### config.mk
export PLATFORM = sky130hd
export DESIGN_NAME = vga_scan
export DESIGN_NICKNAME = d
export VERILOG_FILES = /design/src/rtl/vga_pkg.sv /design/src/rtl/sig_delay.sv /design/src/rtl/vga_scan.sv
export SDC_FILE = /design/constraint.sdc
export NUM_CORES = 1
export LEC_CHECK = 0
export CORE_MARGIN = 8
export CORE_UTILIZATION = 31
export CTS_CLUSTER_DIAMETER = 60
export DETAILED_ROUTE_END_ITERATION = 6
export GPL_ROUTABILITY_DRIVEN = 0
export PLACE_DENSITY = 0.54
export SYNTH_ARGS = -nofsm -noshare
export SYNTH_HDL_FRONTEND = slang
export SYNTH_SLANG_ARGS = --single-unit
### constraint.sdc
create_clock -name clk -period 4.7 [get_ports clk]
set_input_delay 0.94 -clock clk [delete_from_list [all_inputs] [get_ports clk]]
set_output_delay 0.94 -clock clk [all_outputs]
set_load 0.02 [all_outputs]
### src/rtl/vga_pkg.sv
// ============================================================================
// vga_pkg : default 640x480@60 raster timing and shared raster constants
// Rev 1.0 : initial release
// ============================================================================
`default_nettype none

package vga_pkg;

  localparam int DEF_CLK_DIV  = 4;
  localparam int DEF_H_ACTIVE = 640;
  localparam int DEF_H_FP     = 16;
  localparam int DEF_H_SYNC   = 96;
  localparam int DEF_H_BP     = 48;
  localparam int DEF_V_ACTIVE = 480;
  localparam int DEF_V_FP     = 10;
  localparam int DEF_V_SYNC   = 2;
  localparam int DEF_V_BP     = 33;
  localparam int DEF_RD_LAT   = 2;

  localparam int H_TOTAL = DEF_H_ACTIVE + DEF_H_FP + DEF_H_SYNC + DEF_H_BP;
  localparam int V_TOTAL = DEF_V_ACTIVE + DEF_V_FP + DEF_V_SYNC + DEF_V_BP;

  localparam int HC_W = 10;
  localparam int VC_W = 10;

  // Level driven onto hsync/vsync while inside the sync window.
  localparam logic SYNC_ACTIVE = 1'b0;

  function automatic int span_total(input int active, input int fp,
                                    input int sync, input int bp);
    return active + fp + sync + bp;
  endfunction

endpackage

`default_nettype wire

### src/rtl/sig_delay.sv
// ============================================================================
// sig_delay : enable-gated WIDTH x DEPTH shift register with reset value
// Rev 1.0 : initial release
// ============================================================================
`default_nettype none

module sig_delay #(
  parameter int               WIDTH   = 1,
  parameter int               DEPTH   = 1,
  parameter logic [WIDTH-1:0] RST_VAL = '0
) (
  input  logic             clk,
  input  logic             rst,
  input  logic             en,
  input  logic [WIDTH-1:0] d,
  output logic [WIDTH-1:0] q
);

  logic [WIDTH-1:0] stages [DEPTH];

  always_ff @(posedge clk) begin
    if (rst) begin
      for (int i = 0; i < DEPTH; i++) begin
        stages[i] <= RST_VAL;
      end
    end else if (en) begin
      stages[0] <= d;
      for (int i = 1; i < DEPTH; i++) begin
        stages[i] <= stages[i-1];
      end
    end
  end

  assign q = stages[DEPTH-1];

endmodule

`default_nettype wire

### src/rtl/vga_scan.sv
// ============================================================================
// vga_scan : pixel-tick divider, raster counters, pixel request and
//            latency-aligned sync/colour output to the VGA DAC pins
// Rev 1.0 : initial release
// ============================================================================
`default_nettype none

module vga_scan
  import vga_pkg::*;
#(
  parameter int CLK_DIV  = DEF_CLK_DIV,
  parameter int H_ACTIVE = DEF_H_ACTIVE,
  parameter int H_FP     = DEF_H_FP,
  parameter int H_SYNC   = DEF_H_SYNC,
  parameter int H_BP     = DEF_H_BP,
  parameter int V_ACTIVE = DEF_V_ACTIVE,
  parameter int V_FP     = DEF_V_FP,
  parameter int V_SYNC   = DEF_V_SYNC,
  parameter int V_BP     = DEF_V_BP,
  parameter int RD_LAT   = DEF_RD_LAT
) (
  input  logic        clk,
  input  logic        rst,
  output logic [9:0]  pix_x,
  output logic [8:0]  pix_y,
  output logic        pix_req,
  input  logic [11:0] pix_data,
  output logic        frame_start,
  output logic        vga_hs,
  output logic        vga_vs,
  output logic [3:0]  vga_r,
  output logic [3:0]  vga_g,
  output logic [3:0]  vga_b
);

  localparam int H_TOT = span_total(H_ACTIVE, H_FP, H_SYNC, H_BP);
  localparam int V_TOT = span_total(V_ACTIVE, V_FP, V_SYNC, V_BP);
  localparam int DIV_W = (CLK_DIV > 1) ? $clog2(CLK_DIV) : 1;

  localparam logic [DIV_W-1:0] DIV_LAST = DIV_W'(CLK_DIV - 1);
  localparam logic [HC_W-1:0]  HC_LAST  = HC_W'(H_TOT - 1);
  localparam logic [VC_W-1:0]  VC_LAST  = VC_W'(V_TOT - 1);

  // One bit wider than the counters so window ends equal to 2**W compare correctly.
  localparam logic [HC_W:0] H_VIS_END = (HC_W+1)'(H_ACTIVE);
  localparam logic [HC_W:0] HS_START  = (HC_W+1)'(H_ACTIVE + H_FP);
  localparam logic [HC_W:0] HS_END    = (HC_W+1)'(H_ACTIVE + H_FP + H_SYNC);
  localparam logic [VC_W:0] V_VIS_END = (VC_W+1)'(V_ACTIVE);
  localparam logic [VC_W:0] VS_START  = (VC_W+1)'(V_ACTIVE + V_FP);
  localparam logic [VC_W:0] VS_END    = (VC_W+1)'(V_ACTIVE + V_FP + V_SYNC);

  if (CLK_DIV < 1) begin : g_chk_clk_div
    $error("vga_scan: CLK_DIV must be at least 1");
  end
  if (RD_LAT < 1) begin : g_chk_rd_lat
    $error("vga_scan: RD_LAT must be at least 1");
  end
  if (H_TOT > (1 << HC_W) || H_ACTIVE > 1024) begin : g_chk_hc_width
    $error("vga_scan: horizontal timing exceeds counter/pix_x width");
  end
  if (V_TOT > (1 << VC_W) || V_ACTIVE > 512) begin : g_chk_vc_width
    $error("vga_scan: vertical timing exceeds counter/pix_y width");
  end

  logic [DIV_W-1:0] div;
  logic             tick;
  logic [HC_W-1:0]  hc;
  logic [VC_W-1:0]  vc;
  logic             visible;
  logic             hs_n;
  logic             vs_n;
  logic [2:0]       dly;

  assign tick = (div == DIV_LAST);

  always_ff @(posedge clk) begin
    if (rst) begin
      div <= '0;
    end else if (tick) begin
      div <= '0;
    end else begin
      div <= div + 1'b1;
    end
  end

  always_ff @(posedge clk) begin
    if (rst) begin
      hc <= '0;
      vc <= '0;
    end else if (tick) begin
      if (hc == HC_LAST) begin
        hc <= '0;
        vc <= (vc == VC_LAST) ? '0 : vc + 1'b1;
      end else begin
        hc <= hc + 1'b1;
      end
    end
  end

  always_comb begin
    visible = ({1'b0, hc} < H_VIS_END) && ({1'b0, vc} < V_VIS_END);
    hs_n    = (({1'b0, hc} >= HS_START) && ({1'b0, hc} < HS_END)) ?
              SYNC_ACTIVE : ~SYNC_ACTIVE;
    vs_n    = (({1'b0, vc} >= VS_START) && ({1'b0, vc} < VS_END)) ?
              SYNC_ACTIVE : ~SYNC_ACTIVE;
  end

  always_ff @(posedge clk) begin
    if (rst) begin
      pix_x       <= '0;
      pix_y       <= '0;
      pix_req     <= 1'b0;
      frame_start <= 1'b0;
    end else begin
      frame_start <= tick && (hc == '0) && (vc == '0);
      if (tick) begin
        pix_req <= visible;
        pix_x   <= visible ? hc : '0;
        pix_y   <= visible ? vc[8:0] : '0;
      end
    end
  end

  // Blanking and syncs ride alongside the upstream read so they meet pix_data.
  sig_delay #(
    .WIDTH   (3),
    .DEPTH   (RD_LAT),
    .RST_VAL (3'b011)
  ) u_align (
    .clk (clk),
    .rst (rst),
    .en  (tick),
    .d   ({visible, hs_n, vs_n}),
    .q   (dly)
  );

  always_ff @(posedge clk) begin
    if (rst) begin
      vga_hs <= 1'b1;
      vga_vs <= 1'b1;
      vga_r  <= '0;
      vga_g  <= '0;
      vga_b  <= '0;
    end else if (tick) begin
      vga_hs                <= dly[1];
      vga_vs                <= dly[0];
      {vga_b, vga_g, vga_r} <= dly[2] ? pix_data : 12'h000;
    end
  end

endmodule

`default_nettype wire

After elaboration in Yosys (flattened, before gate mapping). Memory sizes are Yosys's and may differ from the RTL's. Cells that the tools add are included.

Register bits: 57. RAM bits: 6. Memories: 1.

Memory list: u_align.stages (depth 2, bits a word 3, read ports 2, clocked after Yosys merged registers in 0, wr ports 2, line sig_delay.sv:19) `logic [WIDTH-1:0] stages [DEPTH];`.

Muxes and demuxes: 14. Order comparisons: 6. Equal/unequal tests: 3. Reduce and logical (&&, ||, !) cells: 9. Add/sub/neg operators: 3. Bitwise operators: 2.

Operators by type and width (count): 10-bit two-way mux (3); 10-bit by 1-bit adder with 10-bit output (second input constant) (2); 10-bit equality test (second input constant) (2); 10-bit logical NOT (2); 10-bit < comparator (second input constant) (2); 10-bit by 9-bit < comparator with 1-bit output (second input constant) (2); 12-bit two-way mux (1); 10-bit >= comparator (second input constant) (1); 10-bit by 9-bit >= comparator with 1-bit output (second input constant) (1); 9-bit two-way mux (1); 1-bit two-way mux (7); 3-bit two-way mux (2); 1-bit logical AND (5); 2-bit by 1-bit adder with 2-bit output (second input constant) (1); 2-bit equality test (second input constant) (1); 1-bit bitwise OR (2); 2-bit AND reduction (1); 2-bit OR reduction (1).

Depth between registers and ports, before layout. Gate-level depths: netlist (run 1).

Depth in word-level cells: 5. Mapped depth: 6.

Modules after synthesis. A second synthesis (run 1) with hierarchy kept.

Cell total of the unflattened synthesis: 233. Area, all modules: 2504.9 µm².

By module, submodules not included: vga_scan (area each 2240.9 µm², cells each 217, seq. area each 1141.1 µm², instances 1); sig_delay (area each 264.0 µm², cells each 16, seq. area each 180.2 µm², instances 1).

Worst setup path before layout (run 1). OpenSTA, ideal clock, no wires.

Kind: input port to flip-flop. From: in rst. To: mem u_align.stages[0][0] (data pin). Path buffers: 1. Slack: 2.524 ns. Data arrival time: 1.904 ns. Data required time: 4.428 ns. Stages on the path: 3. Cell sequence: buf_6 -> or4_1 -> or4_1.

RTL lines: start: declaration (line vga_scan.sv:23) `input logic rst,`; end: declaration (line sig_delay.sv:19).

==> summary.md, run 1 <==
| Metric | Value |
|---|---|
| Status | `completed` |
| Most frequent cells in the layout | `dfxtp_1, clkdlybuf4s50_1, a22o_1` |
| Die X | `roughly 100 µm` |
| Die footprint | `11000 µm²` |
| Worst Clk Skew | `10.4 ps` |
| Max-slew violation count | `0` |
| Overall power | `0.00110 W` |
| Synth Net Count | `around 260` |
| Cells after DPL | `about 370` |
| Fmax | `0.370 GHz` |
| Antenna-violating nets left | `0` |
| HP Start | `div[0]` |
| Post-synthesis sequential area ratio | `between 50% and 60%` |
| Utilization after layout | `41.5%` |
| Post-Layout Inst Area | `3190 µm²` |
| Core Footprint | `7690 µm²` |
| Clock latency on the worst-skew pair | `between 300 and 400 ps` |
| Initial antenna violation count | `0` |
| RSZ-0062 raised after global routing | `no` |
| Post-cts gate resize count | `0` |
| CTS root buf | `clkbuf_8` |
| Starting DRT DRC Count | `100` |
| Port bufs | `48` |
| Cts hold-fix bufs | `0` |
| Worst r2r path cells | `4` |
| R2r setup slk | `approximately 2400 ps` |
| Pre-antenna DRT Iters | `4` |
| N_diodes | `0` |
| CTS Buffer Depth | `2` |
| Syn Area/Cell | `roughly 10 µm²` |
| Dpl hpwl | `4.03 mm` |
| CTS H-tree lvls | `3` |
| Global-route wire length before repair | `roughly 9.5 mm` |
| Sequential cell area | `1320 µm²` |
| Vias per cell | `~5` |
| Worst VDD drop | `about 180 µV` |
| Reg clk slew, reported paths | `70 ps` |
| I/O pin total | `between 40 and 50` |
| DR WL/cell | `15.0 µm` |
| Remaining global-route overflow | `0` |
| Clock Sinks | `63` |
| Post-route insts no fill | `389` |
| # Max-Cap Violations | `0` |
| Site Rows | `32` |
| Largest net degree at the start of global routing | `25` |
| Slew HR | `~50%` |
| DR vias | `1940` |
| RR Startpoint | `div[0]` |
| Sum of negative setup slack | `0 ps` |
| Ys Warns | `0` |
| Period minus WS final | `2700 ps` |
| Final Hold Vio Count | `0` |
| All-Layer GR Usage | `between 10 and 15%` |
| Num CTS Buffers | `9` |
| Setup bufs post-CTS | `0` |
| HP Class | `flop to flop` |
| CP startpoint kind | `primary input` |
| Initial core utilization | `31.7%` |
| Layout cells sized above 1 | `6.97%` |
| Fin nets | `301` |
| Fillers | `762` |
| Post-DP Area | `about 3000 µm²` |
| WP data arrival | `2980 ps` |
| RR Endpoint | `u_align.stages[0][0]` |
| Leak Pwr | `1.11 nW` |
| Worst Path Required | `4980 ps` |
| Layout area overhead | `30.7%` |
| Worst min-delay path endpoint | `div[0]` |
| Crit. End Element | `flop` |
| DRC Markers | `0` |
| Total Wirelength | `around 6 mm` |
| Worst Path Max Fanout | `20` |
| Pwr per Cell Area | `346 nW/µm²` |
| Distinct cells, synth | `38` |
| Hold Path Cell Cnt | `1` |
| Flops & latches, synth | `63` |
| CTS tree | `built` |
| Vias in the first global route | `1840` |
| Period utilization | `57.4%` |
| Final setup viols | `0` |
| Critical Setup Path Class | `primary input to flop` |
| Most common cell after layout, fill and taps aside | `dfxtp_1` |
| Post-synthesis cell area | `2440 µm²` |
| Die Ht | `approximately 100 µm` |
| Multi-input logic area | `1010 µm²` |
| Worst-margin pin slew | `754 ps` |
| Mapped Cells | `238` |
-- cell type report --
class                   count  share of cell area [%]
well taps                 102                    4.00
inverters                   7                   0.824
flip-flops and latches     63                    41.4
multi-input cells         152                    31.7
repair buffers             49                    15.3
clock inverters             6                    2.04
clock buffers              10                    4.67
-- registers in the layout (all words and copies together), names as in the netlist --
signal          count
hc                 10
pix_x              10
vc                 10
pix_y               9
u_align.stages      6
vga_b               4
vga_g               4
vga_r               4
div                 2
frame_start         1
pix_req             1
vga_hs              1
vga_vs              1
-- worst max-delay path by stage --
stage               start                   end  slack (ps)  cells past startpoint
floorplan             rst  u_align.stages[0][0]        2520                      3
global placement      rst  u_align.stages[0][2]        1690                      3
detailed placement    rst  u_align.stages[0][2]        1630                      3
CTS                   rst              pix_x[5]        2000                      4
global route          rst              pix_x[5]        1830                      4
finish                rst              pix_x[5]        2000                      4
-- through the flow --
step	hold slack (ps)	worst slack (ps)
after CTS	424	2000
final	423	2000
after global routing	454	1830
after detailed placement	413	1630
after floorplan	399	2520
after global placement	410	1690
-- synthesized netlist by cell type --
cell type	n	area share (%)
dfxtp_1	57	47
a22o_1	29	10
nor2_1	17	2.6
nand3_1	15	3.1
nand2_1	12	1.8
a21oi_1	11	2.3
clkbuf_1	10	1.5
inv_1	7	1.1
or3_1	7	1.8
edfxtp_1	6	7.4
ha_1	5	2.6
nand4_1	5	1.3
o21ai_0	5	1.0
or4_1	5	1.5
xnor2_1	5	1.8
nor4_1	4	1.0
xor2_1	4	1.4
and2_1	3	0.77
and3_1	3	0.77
nor3_1	3	0.62
nor4b_1	3	1.1
a211o_1	2	0.72
buf_6	2	0.92
clkbuf_2	2	0.41
nor2b_1	2	0.51
o31ai_1	2	0.62
a21o_1	1	0.31
a22o_2	1	0.41
a311oi_1	1	0.36
a32oi_1	1	0.36
a41oi_1	1	0.36
and2_0	1	0.26
and4b_1	1	0.41
buf_2	1	0.21
buf_4	1	0.31
nand2b_1	1	0.26
o21bai_1	1	0.31
or4b_4	1	0.56
-- per-layer routing --
| layer | routed length [µm] | track usage [%] | vias up |
|---|---|---|---|
| li1 | - | - | 966 |
| met1 | 2820 | 13.2 | 924 |
| met2 | 2600 | 16.2 | 42 |
| met3 | 303 | 3.99 | 8 |
| met4 | 111 | 5.50 | 0 |
| met5 | 0 | 0 | - |
-- kinds of logic after synthesis --
kind of cell / synth area share (%)
xor gates and xnor gates: 3.23
adders and majority gates: 2.57
buffers and inverters: 4.46
and+or+nand+nor: 18.4
DFF: 54.2
AOI/OAI and AO/OA: 17.1
-- where the power goes --
part | total, W | internal (W) | switching [W] | leakage, nW
clock network | 0.000496 | 0.000278 | 0.000218 | 0.108
registers | 0.000553 | 0.000550 | 0.00000375 | 0.508
logic | 0.0000538 | 0.0000242 | 0.0000296 | 0.498
total | 0.00110 | 0.000851 | 0.000252 | 1.11
-- worst max-delay path, cell delays in order --
cell and delay, ps:
clkdlybuf4s50_1 730, nor2_1 320, and4b_1 730, a22o_2 240
No activity file was read; power rests on OpenSTA's default activity.
==> inputs of run 2 (changes only) <==
==> constraint.sdc (replaced) <==
create_clock -name clk -period 2.5 [get_ports clk]
set_input_delay 0.5 -clock clk [delete_from_list [all_inputs] [get_ports clk]]
set_output_delay 0.5 -clock clk [all_outputs]
set_load 0.02 [all_outputs]
==> run 2 against run 1 <==
Effect of this change: clock skew decreased by 1.4 ps; setup slack lost 1700 ps; count of clock-buffer cells in the layout rose by 3; worst hold slack improved by 13 ps; sequential power rose by 88%; sequential cell count is the same; clock power is 79% higher; sequential share of layout area fell by 1.0 points; non-clock buffer count is 11 higher; critical path depth stayed put.
==> summary.md, run 2 (same netlist as run 1, synthesis figures left out) <==
| Metric | Value |
|---|---|
| Final setup viols | `0` |
| Hold slack final | `436 ps` |
| N_diodes | `0` |
| RR Endpoint | `vc[6]` |
| DRC Markers | `0` |
| Critical Setup Path Class | `flop to flop` |
| Antenna-violating nets left | `0` |
| CTS H-tree lvls | `3` |
| I/O pin total | `49` |
| Crit-path cells | `or4b_4 -> or4_1 -> or3_1 -> a21oi_1` |
| Initial core utilization | `about a third` |
| Largest net degree at the start of global routing | `24` |
| CTS tree | `built` |
| Max-slew violation count | `0` |
| Fmax | `0.446 GHz` |
| CP max-delay cell | `or4_1` |
| R2r setup slk | `260 ps` |
| Pre-antenna DRT Iters | `4` |
| CP startpoint kind | `flop` |
| Final Hold Vio Count | `0` |
| Remaining global-route overflow | `0` |
| Worst Path Max Fanout | `8` |
| Num CTS Buffers | `9` |
| Clock Sinks | `63` |
| Layout area overhead | `34.0%` |
| # Max-Cap Violations | `0` |
| Crit. End Element | `flop` |
| Initial antenna violation count | `0` |
| Cts hold-fix bufs | `0` |
| Starting DRT DRC Count | `92` |
| Worst min-delay path endpoint | `div[0]` |
| Reg clk slew, reported paths | `about 70 ps` |
| Fin nets | `312` |
| Fillers | `752` |
| Pwr per Cell Area | `624 nW/µm²` |
| CTS root buf | `clkbuf_8` |
| RR Startpoint | `hc[5]` |
| Leak Pwr | `approximately 1.2 nW` |
| Slew HR | `49.7%` |
| Vias per cell | `4.83` |
| Sum of negative setup slack | `0 ps` |
| Die footprint | `11000 µm²` |
| Crit-path max cell delay | `680 ps` |
| Worst Path Required | `2780 ps` |
| Layout cells sized above 1 | `about a tenth` |
| Dpl hpwl | `4.17 mm` |
| HP Start | `div[0]` |
| Clock latency on the worst-skew pair | `340 ps` |
| Worst VDD drop | `263 µV` |
| Status | `completed` |
| Most common cell after layout, fill and taps aside | `dfxtp_1` |
| Post-cts gate resize count | `0` |
| Site Rows | `32` |
| Period utilization | `89.7%` |
| Core Footprint | `7690 µm²` |
| Largest registers | `hc x10, pix_x x10, vc x10` |
| Worst r2r path cells | `4` |
| Setup bufs post-CTS | `0` |
| DR WL/cell | `14.8 µm` |
| RSZ-0062 raised after global routing | `no` |
| Worst-margin pin slew | `754 ps` |
| HP Class | `flop to flop` |
| Port bufs | `48` |
| Vias in the first global route | `1914` |
| Die Ht | `105 µm` |
| Global-route wire length before repair | `9.99 mm` |
| DR vias | `between 1.5k and 2k` |
| Most frequent cells in the layout | `dfxtp_1, clkdlybuf4s50_1, a22o_1` |
| Total Wirelength | `5.93 mm` |
| All-Layer GR Usage | `11.5%` |
| WP data arrival | `approximately 2500 ps` |
| Crit path from | `hc[5]` |
| Die X | `105 µm` |
| Period minus WS final | `2240 ps` |
| CTS Buffer Depth | `2` |
| Hold Path Cell Cnt | `1` |
| Worst Clk Skew | `around 9.0 ps` |
==> run 2: metal layers <==
metal	part of all wire (%)	track usage, %
met5	0	0
met4	1.9	6.42
met3	5.1	4.18
met2	44	16.3
met1	49	14.8
==> run 2: worst max-delay path by stage <==
stage,to,slack [ps],cells past startpoint
after floorplan,vc[6],400,6
after global placement,u_align.stages[0][0],280,3
after detailed placement,vc[6],280,4
after CTS,vc[6],270,4
after global routing,vc[4],200,4
final,vc[6],260,4
==> run 2: power breakdown <==
part	switching (W)	internal, W	total (W)
Combinational	0.0000581	0.0000518	0.000110
Sequential	0.00000744	0.00103	0.00104
Clock	0.000388	0.000502	0.000890
Total	0.000453	0.00159	0.00204
==> run 2: worst max-delay path: cells and delay by family, from the launching register on <==
kind	cells	cell delay, ps
flops	1	400
compound gates	1	140
simple gates	3	1650
==> run 2: cell type report <==
type                    instances  area [µm²]  share of cell area, %
multi-input cells             152        1010                   30.9
inverters                       7        26.3                  0.804
repair buffers                 60         571                   17.5
clock inverters                 3        21.3                  0.651
flip-flops and latches         63        1320                   40.4
well taps                     102         128                   3.91
clock buffers                  13         190                   5.82
==> run 2: through the flow <==
stage                     total power [W]  worst slack, ps  utilization, %  area, µm²  cells
after floorplan                   0.00112              404               -       2440    238
after global placement            0.00117              284            39.8       3060    384
after detailed placement          0.00117              279            39.8       3060    384
after CTS                         0.00207              267            42.5       3270    400
after global routing              0.00214              195            42.5       3270    400
final                             0.00204              259            42.5       3270    400
==> inputs of run 3 (changes only) <==
--- a/config.mk
+++ b/config.mk
@@ -9,7 +9,6 @@
 export CORE_UTILIZATION = 31
 export CTS_CLUSTER_DIAMETER = 60
 export DETAILED_ROUTE_END_ITERATION = 6
-export GPL_ROUTABILITY_DRIVEN = 0
 export PLACE_DENSITY = 0.54
 export SYNTH_ARGS = -nofsm -noshare
 export SYNTH_HDL_FRONTEND = slang
==> results of run 3 <==
No change in the layout: final DEF, timing and power equal those of run 2.
